[src/rtl/mips_pkg.sv]
// Shared types and constants for the multiply/divide unit.
package mips_pkg;

    localparam int MDU_WIDTH = 32;
    localparam int MDU_ITER  = 32;

    typedef enum logic [2:0] {
        MDU_NONE  = 3'd0,
        MDU_MULT  = 3'd1,
        MDU_MULTU = 3'd2,
        MDU_DIV   = 3'd3,
        MDU_DIVU  = 3'd4,
        MDU_MTHI  = 3'd5,
        MDU_MTLO  = 3'd6
    } mdu_op_t;

    typedef enum logic [1:0] {
        ST_IDLE = 2'd0,
        ST_CALC = 2'd1,
        ST_FIX  = 2'd2
    } mdu_state_t;

endpackage

[src/rtl/mdu_iter_core.sv]
// One-bit-per-cycle unsigned shift-add multiply / restoring divide on a {hi,lo} accumulator.
// load_i seeds lo with a_i and hi with 0; after 32 steps {hi,lo} holds product or {rem,quo}.
module mdu_iter_core
    import mips_pkg::*;
(
    input  logic                 clk,
    input  logic                 rst_n,
    input  logic                 load_i,
    input  logic                 step_i,
    input  logic                 is_div_i,
    input  logic [MDU_WIDTH-1:0] a_i,
    input  logic [MDU_WIDTH-1:0] b_i,
    output logic [MDU_WIDTH-1:0] hi_o,
    output logic [MDU_WIDTH-1:0] lo_o
);

    logic [MDU_WIDTH-1:0] hi_q, hi_d;
    logic [MDU_WIDTH-1:0] lo_q, lo_d;
    logic [MDU_WIDTH-1:0] b_q,  b_d;
    logic                 div_q, div_d;

    logic [MDU_WIDTH:0]   add_sum;
    logic [MDU_WIDTH:0]   mul_sel;
    logic [MDU_WIDTH:0]   shl;
    logic [MDU_WIDTH-1:0] diff;

    assign add_sum = {1'b0, hi_q} + {1'b0, b_q};
    assign mul_sel = lo_q[0] ? add_sum : {1'b0, hi_q};
    assign shl     = {hi_q, lo_q[MDU_WIDTH-1]};
    assign diff    = shl[MDU_WIDTH-1:0] - b_q;

    always_comb begin
        hi_d  = hi_q;
        lo_d  = lo_q;
        b_d   = b_q;
        div_d = div_q;
        if (load_i) begin
            hi_d  = '0;
            lo_d  = a_i;
            b_d   = b_i;
            div_d = is_div_i;
        end else if (step_i) begin
            if (div_q) begin
                // Restoring step: keep the partial remainder only when the trial subtract fits.
                if (shl >= {1'b0, b_q}) begin
                    hi_d = diff;
                    lo_d = {lo_q[MDU_WIDTH-2:0], 1'b1};
                end else begin
                    hi_d = shl[MDU_WIDTH-1:0];
                    lo_d = {lo_q[MDU_WIDTH-2:0], 1'b0};
                end
            end else begin
                hi_d = mul_sel[MDU_WIDTH:1];
                lo_d = {mul_sel[0], lo_q[MDU_WIDTH-1:1]};
            end
        end
    end

    always_ff @(posedge clk) begin
        if (!rst_n) begin
            hi_q  <= '0;
            lo_q  <= '0;
            b_q   <= '0;
            div_q <= 1'b0;
        end else begin
            hi_q  <= hi_d;
            lo_q  <= lo_d;
            b_q   <= b_d;
            div_q <= div_d;
        end
    end

    assign hi_o = hi_q;
    assign lo_o = lo_q;

endmodule

[src/rtl/mdu.sv]
// MIPS HI/LO multiply/divide unit: 33-cycle iterative ops (32 CALC + FIX), MTHI/MTLO in one edge.
// Starts while busy are dropped and raise hold; MDU_FAST_MUL_EN makes MULT/MULTU single-cycle.
module mdu
    import mips_pkg::*;
(
    input  logic                 clk,
    input  logic                 rst_n,
    input  logic                 start,
    input  logic [2:0]           op,
    input  logic [MDU_WIDTH-1:0] rs_data,
    input  logic [MDU_WIDTH-1:0] rt_data,
    input  logic                 rd_req,
    input  logic                 rd_sel,
    output logic [MDU_WIDTH-1:0] rd_data,
    output logic                 busy,
    output logic                 hold,
    output logic                 done
);

    mdu_state_t           state_q, state_d;
    logic [4:0]           count_q, count_d;
    logic [MDU_WIDTH-1:0] hi_q, hi_d;
    logic [MDU_WIDTH-1:0] lo_q, lo_d;
    logic                 div_q, div_d;
    logic                 neg_q, neg_d;
    logic                 rneg_q, rneg_d;
    logic                 dz_q, dz_d;
    logic [MDU_WIDTH-1:0] dvd_q, dvd_d;

    mdu_op_t              op_e;
    logic                 accept;
    logic                 is_mul;
    logic                 is_div;
    logic                 is_iter;
    logic                 is_signed;
    logic                 rs_neg;
    logic                 rt_neg;
    logic [MDU_WIDTH-1:0] abs_rs;
    logic [MDU_WIDTH-1:0] abs_rt;
    logic [MDU_WIDTH-1:0] core_hi;
    logic [MDU_WIDTH-1:0] core_lo;
    logic [2*MDU_WIDTH-1:0] prod;
    logic [2*MDU_WIDTH-1:0] prod_s;
    logic [MDU_WIDTH-1:0] quo;
    logic [MDU_WIDTH-1:0] rem;

    assign op_e      = mdu_op_t'(op);
    assign accept    = (state_q == ST_IDLE) && start;
    assign is_mul    = (op_e == MDU_MULT) || (op_e == MDU_MULTU);
    assign is_div    = (op_e == MDU_DIV)  || (op_e == MDU_DIVU);
    assign is_signed = (op_e == MDU_MULT) || (op_e == MDU_DIV);
    assign rs_neg    = is_signed && rs_data[MDU_WIDTH-1];
    assign rt_neg    = is_signed && rt_data[MDU_WIDTH-1];
    assign abs_rs    = rs_neg ? (~rs_data + 1'b1) : rs_data;
    assign abs_rt    = rt_neg ? (~rt_data + 1'b1) : rt_data;

`ifdef MDU_FAST_MUL_EN
    assign is_iter = is_div;

    logic [2*MDU_WIDTH-1:0] fast_a;
    logic [2*MDU_WIDTH-1:0] fast_b;
    logic [2*MDU_WIDTH-1:0] fast_prod;

    // Sign/zero extension to 64 bits makes the low 64 bits of one product correct for both.
    assign fast_a    = {{MDU_WIDTH{rs_neg}}, rs_data};
    assign fast_b    = {{MDU_WIDTH{rt_neg}}, rt_data};
    assign fast_prod = fast_a * fast_b;
`else
    assign is_iter = is_mul || is_div;
`endif

    mdu_iter_core u_core (
        .clk      (clk),
        .rst_n    (rst_n),
        .load_i   (accept && is_iter),
        .step_i   (state_q == ST_CALC),
        .is_div_i (is_div),
        .a_i      (abs_rs),
        .b_i      (abs_rt),
        .hi_o     (core_hi),
        .lo_o     (core_lo)
    );

    always_ff @(posedge clk) begin
        if (!rst_n) begin
            state_q <= ST_IDLE;
            count_q <= '0;
            hi_q    <= '0;
            lo_q    <= '0;
            div_q   <= 1'b0;
            neg_q   <= 1'b0;
            rneg_q  <= 1'b0;
            dz_q    <= 1'b0;
            dvd_q   <= '0;
        end else begin
            state_q <= state_d;
            count_q <= count_d;
            hi_q    <= hi_d;
            lo_q    <= lo_d;
            div_q   <= div_d;
            neg_q   <= neg_d;
            rneg_q  <= rneg_d;
            dz_q    <= dz_d;
            dvd_q   <= dvd_d;
        end
    end

    always_comb begin
        state_d = state_q;
        count_d = '0;
        case (state_q)
            ST_IDLE: if (accept && is_iter) state_d = ST_CALC;
            ST_CALC: begin
                count_d = count_q + 5'd1;
                if (count_q == 5'(MDU_ITER - 1)) state_d = ST_FIX;
            end
            ST_FIX:  state_d = ST_IDLE;
            default: state_d = ST_IDLE;
        endcase
    end

    always_comb begin
        busy = (state_q != ST_IDLE);
        done = (state_q == ST_FIX);
        hold = busy && (rd_req || start);
    end

    always_comb begin
        div_d  = div_q;
        neg_d  = neg_q;
        rneg_d = rneg_q;
        dz_d   = dz_q;
        dvd_d  = dvd_q;
        if (accept && is_iter) begin
            div_d  = is_div;
            neg_d  = rs_neg ^ rt_neg;
            rneg_d = rs_neg;
            dz_d   = is_div && (rt_data == '0);
            dvd_d  = rs_data;
        end
    end

    assign prod   = {core_hi, core_lo};
    assign prod_s = neg_q ? (~prod + 1'b1) : prod;

    always_comb begin
        quo = neg_q  ? (~core_lo + 1'b1) : core_lo;
        rem = rneg_q ? (~core_hi + 1'b1) : core_hi;
        if (dz_q) begin
            quo = '1;
            rem = dvd_q;
        end
    end

    always_comb begin
        hi_d = hi_q;
        lo_d = lo_q;
        if (state_q == ST_FIX) begin
            if (div_q) begin
                hi_d = rem;
                lo_d = quo;
            end else begin
                {hi_d, lo_d} = prod_s;
            end
        end else if (accept) begin
            case (op_e)
                MDU_MTHI: hi_d = rs_data;
                MDU_MTLO: lo_d = rs_data;
`ifdef MDU_FAST_MUL_EN
                MDU_MULT, MDU_MULTU: {hi_d, lo_d} = fast_prod;
`endif
                default: ;
            endcase
        end
    end

    assign rd_data = rd_sel ? hi_q : lo_q;

endmodule

[config.mk]
export PLATFORM = sky130hd
export DESIGN_NAME = mdu
export DESIGN_NICKNAME = d
export VERILOG_FILES = /design/src/rtl/mips_pkg.sv /design/src/rtl/mdu_iter_core.sv /design/src/rtl/mdu.sv
export SDC_FILE = /design/constraint.sdc
export NUM_CORES = 1
export LEC_CHECK = 0
export BUFFER_PORTS_ARGS = -buffer_cell sky130_fd_sc_hd__buf_2
export CAP_MARGIN = 5
export CORE_MARGIN = 1.5
export CORE_UTILIZATION = 50
export CTS_CLUSTER_DIAMETER = 200
export DETAILED_ROUTE_END_ITERATION = 6
export HOLD_SLACK_MARGIN = 0.12
export PLACE_DENSITY = 0.71
export REMOVE_ABC_BUFFERS = 1
export SLEW_MARGIN = 25
export SYNTH_ARGS = -nofsm -noshare
export SYNTH_HDL_FRONTEND = slang
export SYNTH_SLANG_ARGS = --single-unit
export TNS_END_PERCENT = 50
[constraint.sdc]
create_clock -name clk -period 4.3 [get_ports clk]
set_input_delay 0.86 -clock clk [delete_from_list [all_inputs] [get_ports clk]]
set_output_delay 0.86 -clock clk [all_outputs]
set_load 0.01 [all_outputs]
==> flow_metrics.tcl <==
set metrics [dict create \
    drt-wirelength-per-cell_um 20.3 \
    slew_violations 0 \
    fin_cells 2711 \
    p_leak_nw 7.26 \
    cts_root_buf "clkbuf_16" \
    die_x_um 186 \
    cp.required_ns 4.71 \
    fillCellCount 3135 \
    cts_inserted_buffers 26 \
    final_cell_mix "nand2_1, a21oi_1, dfxtp_1" \
    synth_top_family_by_area "compound AO/OA/AOI/OAI gates" \
    nets 2395 \
    crit_buf_inv 1 \
    ff_latch_area_mm2 0.00407 \
    drive_above_1_share_pct 13.9 \
    ys_seq_area_share_pct 24.2 \
    htreeDepth 1 \
    worst_pin_slew_ns 1.04 \
    synthFlopType "dfxtp_1" \
    hold_viol 0 \
    cp-end-kind "flop" \
    postCtsSetupRepairBufs 0 \
    core_area_mm2 0.0328 \
    synth.area.mux_share_pct 8.94 \
    synth_edf_count 0 \
    mostFrequentLayoutCell "nand2_1" \
    period_needed_ns 3.80 \
    final_area_mm2 0.0185 \
    die_area_mm2 0.0347 \
    syn_to_final_growth_pct 10.2 \
    setup_viol 0 \
    maxCapViolations 0 \
    numPortBuffers 106 \
    placed_area_mm2 0.0176 \
    synth.distinct_cells 81 \
    synth.top_cell.area_share_pct 24.2 \
    first_pass_iters 5 \
    cp_max_fo 10 \
    async_flop_share_pct 0 \
    worstSetupPathType "reg -> reg" \
    drt_iter0_drc 1244 \
    multi_input_area_mm2 0.0117 \
    finalCritPeriodShare_pct 88.5 \
    netlist_top_cells_area "dfxtp_1, xor2_1, a21oi_1" \
    hold_path_class "reg -> reg" \
    cts-resized-gates 0 \
    p_per_area_mw_per_mm2 337 \
    syn_inst 2242 \
    grt_start_max_net_pins 152 \
    max_stage_delay_ns 0.43 \
    insertion_delay_ns 0.56 \
    syn-cell-area_mm2 0.0168 \
    crit_path_cell_trace "ha_1, fa_1, a211oi_1, o21ai_0, a221oi_1, buf_4, a311oi_1, o21ai_0, nand2_1, o41ai_1, xor2_1, a311oi_1" \
    synth_adder_area_share_pct 5.45 \
    num_rows 66 \
    timing.hold.ws_ns 0.453 \
    overflow 0 \
    first_global_vias 16000 \
    synthXorXnorAreaFrac_pct 10.1 \
    reg2reg_slack_ns 0.50 \
    fin_skew_ns 0.00980 \
    grt_use_total_pct 30.6 \
    dp_cells 2665 \
    final_antenna_net_count 0 \
    grt_pass1_wl_um 87200 \
    antenna_found_initial 0 \
    avgSynthCellArea_um2 7.49 \
    start_kind "flop" \
    crit_slowest_cell "fa_1" \
    power_mw 6.25 \
    drc_errors 0 \
    synth-compound-area-share_pct 26.7 \
    yosysTopAreaCell "dfxtp_1" \
    finalWirelength_um 55000 \
    synth_seq_cells 203 \
    cp_top_family "compound AO/OA/AOI/OAI gates" \
    cts_tree "built" \
    max_freq_mhz 263 \
    yosys_warnings 0 \
    routed_via_density 6.22 \
    cts_buffer_depth 3 \
    cts.clk_slew.worst_paths_ns 0.06 \
    yosys.area_share.simple_pct 18.2 \
    max_slew_margin_pct 29.8 \
    vdd_drop_max_v 0.000275 \
    io_pins 107 \
    vias 16900 \
    diodes 0 \
    initial_core_util_pct 51.3 \
    gp_congestion 0.963 \
    setup_tns_ns 0 \
    cp.arrival_ns 4.21 \
    dp_hpwl_um 39500 \
    cts_hold_buffers 0 \
    status "complete, no violations" \
    die_h_um 186 \
    rsz0062_at_grt "no" \
    clock_sinks 203 \
]
==> final timing paths <==
path             startpoint               to  cells past startpoint
max          u_core.hi_o[0]  u_core.hi_o[29]                     12
min               dvd_q[27]        dvd_q[27]                      2
max reg2reg  u_core.hi_o[0]  u_core.hi_o[29]                     12
min reg2reg       dvd_q[27]        dvd_q[27]                      2
==> cells by family after synthesis <==
family / count (synthesis)
compound gates: 703
simple gates: 665
buf+inv: 264
flops: 203
xor+xnor: 194
mux: 141
fa+ha+maj: 72
==> cell usage after synthesis (8+ instances only) <==
cell type  count
o211ai_1      25
o31ai_1       32
a311oi_1       8
and2_1        10
nor2_1       163
mux2_2        72
mux2i_1       69
a221oi_1      18
a211oi_1      93
or4_1         16
nand4_1       23
clkbuf_1     156
o21bai_1      10
o21ai_0      171
buf_4          9
nor3_1        29
inv_1         68
nand3_1       57
xor2_1       122
or3_1         14
a21oi_1      208
dfxtp_1      203
nor4_1        20
a21o_1        23
o21a_1        10
nand2_1      271
o221ai_1      16
ha_1          70
o41ai_1       17
buf_1         12
and3_1        13
xnor2_1       72
a31oi_1       13
nand2b_1      15
==> worst min-delay path, stage by stage, from the launching register on <==
cell	delay, ns
dfxtp_1	0.30
nand2_1	0.05
a21oi_1	0.05
==> where the power goes <==
part           switching, mW  total (mW)  internal, mW
combinational           1.11        1.82         0.702
clock                  0.913        2.30          1.38
sequential             0.150        2.14          1.99
total                   2.18        6.25          4.07
==> layer usage <==
metal	vias to the layer above	global-route usage, %	routed length (um)
met5	-	0	0
met1	7905	41.6	23900
met4	0	13.0	2330
met2	695	49.1	24400
li1	8136	-	-
met3	121	3.44	4320
==> per-stage QoR <==
stage,utilization [%],setup slack (ns)
global placement,53.8,0.558
detailed placement,53.8,0.492
global route,56.5,0.287
floorplan,-,-1.98
finish,56.5,0.496
CTS,56.5,0.550
==> registers in the layout, indices dropped and copies added, names as in the netlist <==
signal       cells
rneg_q           1
u_core.hi_o     32
neg_q            1
count_q          5
dz_q             1
u_core.lo_o     32
state_q          2
hi_q            32
lo_q            32
u_core.b_q      32
dvd_q           32
div_q            1
==> layout make-up <==
class | instances | area share (%)
Sequential cell | 203 | 22.0
Tap cell | 442 | 2.99
Multi-Input combinational cell | 1775 | 63.1
Clock buffer | 41 | 4.31
Clock inverter | 5 | 0.480
Timing Repair Buffer | 174 | 5.69
Inverter | 71 | 1.45
No activity file was read; power rests on OpenSTA's default activity.
